## src/rtl/button_event_queue_if.sv

```systemverilog
// CPU read port of the button event queue: first-word-fall-through head word plus a one-cycle pop strobe.
interface button_event_queue_if;
    logic        readStrobe;
    logic [15:0] inputData;
    logic        inputValid;

    modport master (
        output readStrobe,
        input  inputData,
        input  inputValid
    );

    modport slave (
        input  readStrobe,
        output inputData,
        output inputValid
    );
endinterface

```

## src/rtl/button_event_queue.sv

```systemverilog
// Synchronizes and debounces four push-buttons, turns press/release edges into event words
// and queues them in a small first-word-fall-through FIFO popped by the CPU.
module button_event_queue #(
    parameter int unsigned DEBOUNCE_CYCLES = 250000,
    parameter int unsigned FIFO_DEPTH      = 8
) (
    input  logic                 clk,
    input  logic                 rst,
    input  logic [3:0]           button,
    button_event_queue_if.slave  bus,
    output logic [3:0]           buttonState,
    output logic                 overflow
);

    localparam int unsigned NUM_BUTTONS = 4;
    localparam int unsigned CNT_W       = (DEBOUNCE_CYCLES > 1) ? $clog2(DEBOUNCE_CYCLES) : 1;
    localparam int unsigned AW          = $clog2(FIFO_DEPTH);
    localparam int unsigned PW          = AW + 1;

    localparam logic [CNT_W-1:0] CNT_MAX = CNT_W'(DEBOUNCE_CYCLES - 1);
    localparam logic [PW-1:0]    DEPTH_P = PW'(FIFO_DEPTH);

    typedef struct packed {
        logic       press;
        logic [1:0] index;
    } event_t;

    logic [3:0]       sync1;
    logic [3:0]       sync2;
    logic [3:0]       stable;
    logic [CNT_W-1:0] cnt [NUM_BUTTONS];
    logic [3:0]       edge_flag;
    logic [3:0]       pend_valid;
    logic [3:0]       pend_press;

    logic [3:0]       grant_c;
    logic             push_c;
    event_t           push_entry_c;

    logic [PW-1:0]    wr_ptr;
    logic [PW-1:0]    rd_ptr;
    logic [PW-1:0]    occupancy_c;
    logic             empty_c;
    logic             full_c;
    logic             pop_c;
    logic             write_c;
    logic             drop_c;
    event_t           mem [FIFO_DEPTH];
    event_t           head_c;

    // Two-flop synchronizer for the raw asynchronous buttons.
    always_ff @(posedge clk) begin
        if (rst) begin
            sync1 <= '0;
            sync2 <= '0;
        end else begin
            sync1 <= button;
            sync2 <= sync1;
        end
    end

    // Per-button debounce: a new level must persist DEBOUNCE_CYCLES cycles before it is accepted.
    always_ff @(posedge clk) begin
        if (rst) begin
            stable    <= '0;
            edge_flag <= '0;
            for (int i = 0; i < NUM_BUTTONS; i++) begin
                cnt[i] <= '0;
            end
        end else begin
            edge_flag <= '0;
            for (int i = 0; i < NUM_BUTTONS; i++) begin
                if (sync2[i] == stable[i]) begin
                    cnt[i] <= '0;
                end else if (cnt[i] != CNT_MAX) begin
                    cnt[i] <= cnt[i] + CNT_W'(1);
                end else begin
                    stable[i]    <= sync2[i];
                    cnt[i]       <= '0;
                    edge_flag[i] <= 1'b1;
                end
            end
        end
    end

    // Pending event per button; the debounce interval guarantees it drains before the next edge.
    always_ff @(posedge clk) begin
        if (rst) begin
            pend_valid <= '0;
            pend_press <= '0;
        end else begin
            for (int i = 0; i < NUM_BUTTONS; i++) begin
                if (edge_flag[i]) begin
                    pend_valid[i] <= 1'b1;
                    pend_press[i] <= stable[i];
                end else if (grant_c[i]) begin
                    pend_valid[i] <= 1'b0;
                end
            end
        end
    end

    // Fixed-priority arbiter: lowest pending index enqueues first, one per cycle.
    always_comb begin
        grant_c      = '0;
        push_c       = 1'b0;
        push_entry_c = '0;
        for (int i = 0; i < NUM_BUTTONS; i++) begin
            if (pend_valid[i] && !push_c) begin
                grant_c[i]         = 1'b1;
                push_c             = 1'b1;
                push_entry_c.press = pend_press[i];
                push_entry_c.index = 2'(i);
            end
        end
    end

    // FIFO control; a pop in the same cycle frees the slot a full-queue push needs.
    always_comb begin
        occupancy_c = wr_ptr - rd_ptr;
        empty_c     = (occupancy_c == '0);
        full_c      = (occupancy_c == DEPTH_P);
        pop_c       = bus.readStrobe && !empty_c;
        write_c     = push_c && (!full_c || pop_c);
        drop_c      = push_c && full_c && !pop_c;
    end

    always_ff @(posedge clk) begin
        if (write_c) begin
            mem[wr_ptr[AW-1:0]] <= push_entry_c;
        end
    end

    always_ff @(posedge clk) begin
        if (rst) begin
            wr_ptr   <= '0;
            rd_ptr   <= '0;
            overflow <= 1'b0;
        end else begin
            if (write_c) begin
                wr_ptr <= wr_ptr + PW'(1);
            end
            if (pop_c) begin
                rd_ptr <= rd_ptr + PW'(1);
            end
            if (drop_c) begin
                overflow <= 1'b1;
            end
        end
    end

    assign head_c         = mem[rd_ptr[AW-1:0]];
    assign bus.inputData  = empty_c ? 16'h0000 : {13'd0, head_c};
    assign bus.inputValid = !empty_c;
    assign buttonState    = stable;

endmodule
```

## src/flat_wrapper.sv

```systemverilog
// flat-port wrapper written by rule: the top's interface ports become plain ports
module button_event_queue_flat 
#(
    parameter int unsigned DEBOUNCE_CYCLES = 250000,
    parameter int unsigned FIFO_DEPTH      = 8
)
  (clk, rst, button, buttonState, overflow, bus_readStrobe, bus_inputData, bus_inputValid);
  button_event_queue_if bus_i ();
  input  logic clk;
  input  logic rst;
  input  logic [3:0] button;
  output logic [3:0] buttonState;
  output logic overflow;
  input wire logic [$bits(bus_i.readStrobe)-1:0] bus_readStrobe;
  output wire logic [$bits(bus_i.inputData)-1:0] bus_inputData;
  output wire logic [$bits(bus_i.inputValid)-1:0] bus_inputValid;
  assign bus_i.readStrobe = bus_readStrobe;
  assign bus_inputData = bus_i.inputData;
  assign bus_inputValid = bus_i.inputValid;
  button_event_queue #(.DEBOUNCE_CYCLES(DEBOUNCE_CYCLES), .FIFO_DEPTH(FIFO_DEPTH)) u_core (.clk(clk), .rst(rst), .button(button), .bus(bus_i), .buttonState(buttonState), .overflow(overflow));
endmodule
```

## config.mk

```make
export PLATFORM = sky130hd
export DESIGN_NAME = button_event_queue_flat
export DESIGN_NICKNAME = d
export VERILOG_FILES = /design/src/rtl/button_event_queue_if.sv /design/src/rtl/button_event_queue.sv /design/src/flat_wrapper.sv
export SDC_FILE = /design/constraint.sdc
export NUM_CORES = 1
export LEC_CHECK = 0
export ABC_AREA = 1
export CAP_MARGIN = 25
export CORE_UTILIZATION = 54
export CTS_CLUSTER_DIAMETER = 120
export DETAILED_ROUTE_END_ITERATION = 10
export PLACE_DENSITY = 0.75
export SLEW_MARGIN = 25
export SYNTH_ARGS = -nofsm -noshare
export SYNTH_HDL_FRONTEND = slang
export SYNTH_SLANG_ARGS = --single-unit
export TNS_END_PERCENT = 5
```

## constraint.sdc

```tcl
create_clock -name clk -period 2.5 [get_ports clk]
set_clock_uncertainty 0.05 [all_clocks]
set_input_delay 0.75 -clock clk [delete_from_list [all_inputs] [get_ports clk]]
set_output_delay 0.75 -clock clk [all_outputs]
set_load 0.03 [all_outputs]
```

# == Yosys cells after proc, flatten, opt, wreduce, memory -nomap -nowiden ==
# Memory sizes are Yosys's and may differ from the RTL's. A register that Yosys moved wholly into a read port is not among the register bits.
# Cells that the tools add are included.
# word_totals
wordCells,161
n_memories,2
latch_bits,0
rom_bits,0
ff_bits,33
ram_bits,96
out_inout_bits,22
# mem_list
memory,depth,word_bits,rd,rd_ports_with_merged_regs,wr,line_no,rtl
u_core.cnt,4,18,4,0,4,button_event_queue.sv:31,logic [CNT_W-1:0] cnt [NUM_BUTTONS];
u_core.mem,8,3,1,1,1,button_event_queue.sv:48,event_t mem [FIFO_DEPTH];
# classes
mux,82
n_mul,0
n_reduce_logical,23
div_mod_pow,0
eq_ne,9
shifts,0
order_cmp,0
n_bitwise,20
addsub,7
# ops
op,count
$mux 18,12
$add 18x1->18 const B,4
$ne 18x18->1 const B,4
$mux 1,63
$mux 3,7
$or 1x1->1,12
$add 4x1->4 const B,2
$not 1->1,8
$reduce_and 2->1,4
$reduce_bool 2->1,4
$logic_and 1x1->1,7
$logic_not 1->1,6
$eq 1x1->1,4
$eq 4x4->1 const B,1
$logic_not 4->1,1
$sub 4x4->4,1
$logic_or 1x1->1,1

# == Depth between registers and ports, before layout ==
# depth
word_depth,13
ltp_mapped,12
depth_no_buf,12

# == Worst setup path after synthesis ==
# Ideal clock, no wire load.
# synth_timing
kind,reg2out
startpoint,register u_core.rd_ptr[1]
endpoint,output bus_inputData[0]
arrival_time_ns,1.608
stages_incl_launch_ff,9
setup_slack_ns,0.092
required_ns,1.700
cell_sequence,dfxtp_1 -> inv_1 -> ha_1 -> nand2_1 -> nand3_1 -> nand3_1 -> nand2_1 -> nand2_2 -> and3_1
# synth_via
elab_chain_len,3
# synth_rtl
item,line_no,rtl
from (decl),button_event_queue.sv:41,logic [PW-1:0] rd_ptr;
from (signal assigned),button_event_queue.sv:144,rd_ptr <= rd_ptr + PW'(1);
$sub 4x4->4,button_event_queue.sv:120,occupancy_c = wr_ptr - rd_ptr;
$logic_not 4->1,button_event_queue.sv:121,empty_c = (occupancy_c == '0);
$mux 3,button_event_queue.sv:153,"assign bus.inputData = empty_c ? 16'h0000 : {13'd0, head_c};"
to (decl),flat_wrapper.sv:15,output wire logic [$bits(bus_i.inputData)-1:0] bus_inputData;
# No other way between the ends.

# == Worst setup path after layout ==
# layout_timing
startpoint,register u_core.rd_ptr[1]
endpoint,output bus_inputData[2]
# The elaborated chain is that of the path after synthesis.

==> key figures <==
Worst setup path
  – Setup CP Type: register to primary output
  – Crit path capture type: primary output
  – Startpoint types: register
  – R2r setup slk: 0.30 ns
  – CP Launch Point: u_core.rd_ptr[1]
  – Reg2Reg Depth: 11
  – Worst EP arrival: 1.81 ns
  – Worst Setup EP: bus_inputData[2]
  – Reg2reg end: u_core.mem[6][1]
  – R2R Path Start: u_core.rd_ptr[1]
  – Critical path peak fanout: 4
  – Crit path required time: 1.70 ns

Pwr
  – Maximum VDD drop: 480 uV
  – Sw Ratio: 26.3%
  – Clock share of power: 41.4%
  – Part of the power in registers: 41.5%
  – P_int: 4450 uW
  – Leak: 0.00334 uW
  – Pwr dens: 737 nW/um^2
  – Logic pwr share: 17.0%
  – Psw: 1590 uW

Route
  – Routed len/inst: 11.7 um
  – Final ANT Viol Nets: 0
  – Vias/cell: 4.86
  – Vias: 5,185
  – WL final: 12,500 um
  – DR DRC count: 0
  – Drt pass-1 iters: 5
  – DR iter-0 viols: 292

Yosys
  – Register area share after synthesis: 52.5%
  – Yosys cell types: 42
  – Syn Area/Cell: 8.83 um^2
  – Syn Std Cell Area: 6860 um^2
  – Yosys top cell area share: 42.0%
  – Area leader, netlist: edfxtp_1
  – Cells after synthesis: 777
  – Synthesized flop and latch total: 132
  – Top_reg_cell synth: edfxtp_1
  – Synth top area cells: edfxtp_1 42%, dfxtp_1 11%, nand2_1 7.9%
  – Post-synth ARST share: 0%
  – EDFF count, synth: 96
  – Synthesis Warnings: 0

Floorplan
  – Io pins: 29
  – Num rows: 40
  – Die Height: 115 um
  – Die Wd: 115 um
  – Die ar.: 13,200 um^2
  – Core area: 12,200 um^2
  – Starting Density: 56.2%

Timing
  – F_max: 0.383 GHz
  – Final Hold Fails: 0
  – RSZ-0062 raised after global routing: yes
  – Fin. max-slew vios: 0
  – Fin crit period: 2.61 ns
  – Period utilization: 104%
  – Sum Neg Setup Slack: -0.398 ns
  – # setup viols final: 4
  – Final WS setup: -0.111 ns

Layout
  – Layout cells sized above 1: 12.8%
  – Most frequent cells in the layout: 137 x nand2_1, 124 x nor2_1, 96 x edfxtp_1, 85 x conb_1, 83 x inv_1
  – Commonest non-fill, non-tap cell in the layout: nand2_1
  – # diodes: 0
  – Design area: 8200 um^2
  – Nets@finish: 901
  – # fillers: 991
  – Synth-to-layout area growth: 19.5%

CTS
  – Root Driver: clkbuf_16
  – Clock Sinks: 132
  – Hold Buf Count CTS: 0
  – Total CTS buffers: 17
  – Clock slew at reported path FFs: 0.06 ns
  – Max clock buf depth: 2
  – CTS H-tree depth: 4
  – CTS tree: yes
  – Worst-Skew Late Latency: 0.42 ns

Flow run
  – Maxcap violations: 0

GRT
  – First-pass GRT wire length: 21,500 um
  – Grt ovf: 0
  – Largest net degree at the start of global routing: 21
  – Number of global-route vias before repair: 4,919
  – Antenna violations before repair: 0
  – Gr usage total: 20.9%

Placement
  – Port bufs: 15
  – Placer Congestion: 0.818
  – Post-DP HPWL: 8520 um
  – Post-DP Area: 7420 um^2

Run status
  – Outcome: finished, violations left
  – Failing checks: negative setup slack

Min path
  – Hold Path Class: register to register
## cell usage after synthesis, types with 15 or more instances
cell	number
a21oi_1	47
edfxtp_1	96
nor3_1	21
buf_4	15
xor2_1	24
o21ai_0	16
nor2_1	124
dfxtp_1	36
inv_1	89
nand4_1	19
nand2_1	144
nand3_1	47
## logic make-up after synthesis
kind of cell / share of synthesized area, %
other: 0.109
XOR/XNOR: 4.85
multiplexers: 0.875
AND/OR/NAND/NOR: 26.9
AO/OA/AOI/OAI: 5.31
buffers and inverters: 7.77
adder cells (fa/ha/maj): 1.64
flip-flops: 52.5
## registers in the layout, summed over array words and instances, names as in the netlist, named ones only
| register | count |
|---|---|
| u_core.wr_ptr | 4 |
| u_core.cnt | 72 |
| u_core.buttonState | 4 |
| u_core.mem | 24 |
| u_core.overflow | 1 |
| u_core.sync2 | 4 |
| u_core.rd_ptr | 4 |
| u_core.edge_flag | 4 |
| u_core.sync1 | 4 |
| u_core.pend_press | 4 |
| u_core.pend_valid | 4 |
## worst min-delay path by stage
| stage | startpoint | end | slack, ns | cells after the start |
|---|---|---|---|---|
| 6_report | u_core.sync1[0] | u_core.sync2[0] | 0.35 | 2 |
| 5_1_grt | u_core.sync1[0] | u_core.sync2[0] | 0.37 | 2 |
| 3_5_place_dp | u_core.sync1[0] | u_core.sync2[0] | 0.35 | 2 |
| 2_1_floorplan | u_core.sync1[0] | u_core.sync2[0] | 0.34 | 2 |
| 4_1_cts | u_core.sync1[0] | u_core.sync2[0] | 0.35 | 2 |
| 3_3_place_gp | u_core.sync1[2] | u_core.sync2[2] | 0.34 | 2 |
## power groups by stage
stage	sequential, uW	combinational, uW	clock, uW
after detailed placement	2550	805	0
final	2510	1030	2500
after floorplan	2520	618	0
after global placement	2540	786	0
after CTS	2500	947	2550
after global routing	2520	1130	2640
## layer usage
| metal | GRT usage (%) | vias to the layer above | share of wire [%] |
|---|---|---|---|
| met5 | 0 | - | 0 |
| met4 | 8.05 | 0 | 1.9 |
| met3 | 5.77 | 20 | 3.8 |
| met2 | 36.3 | 94 | 50 |
| met1 | 24.7 | 2384 | 44 |
| li1 | - | 2687 | - |
## stage by stage
step / cells / total power, uW / worst slack (ns) / utilization (%) / hold WS, ns
finish: 1066 / 6040 / -0.111 / 67.1 / 0.355
global route: 1066 / 6290 / -0.177 / 67.1 / 0.369
CTS: 1065 / 6000 / -0.0738 / 66.8 / 0.353
detailed placement: 1028 / 3350 / 0.124 / 60.8 / 0.345
global placement: 1028 / 3330 / 0.177 / 60.8 / 0.339
floorplan: 860 / 3140 / 0.0923 / - / 0.338
## worst max-delay path: stages, from the launching register on
cell and delay (ns):
dfxtp_2 0.35, inv_2 0.05, ha_4 0.24, nand2_4 0.09
nand3_4 0.08, nand2_2 0.09, nand2_2 0.05, nand2_2 0.08
nand2_4 0.06, and3_4 0.17, buf_6 0.13
## repair_timing
| action | 4_1_cts | 5_1_grt |
|---|---|---|
| endpoints found under the setup margin | 4 | 4 |
| endpoints found under the hold margin | 0 | 0 |
| buffers inserted | 5 | 1 |
| gates resized for setup | 25 | 9 |
| pin swaps | 9 | 7 |
## area by class of cell
class	count	area (um^2)	area share, %
sequential	132	3610	44.0
multi-input combinational	608	3130	38.1
clock buffer	22	528	6.44
inverter	95	357	4.35
timing repair buffer	31	279	3.40
tap	168	210	2.56
clock inverter	10	88.8	1.08
(Power assumes the default switching activity.)
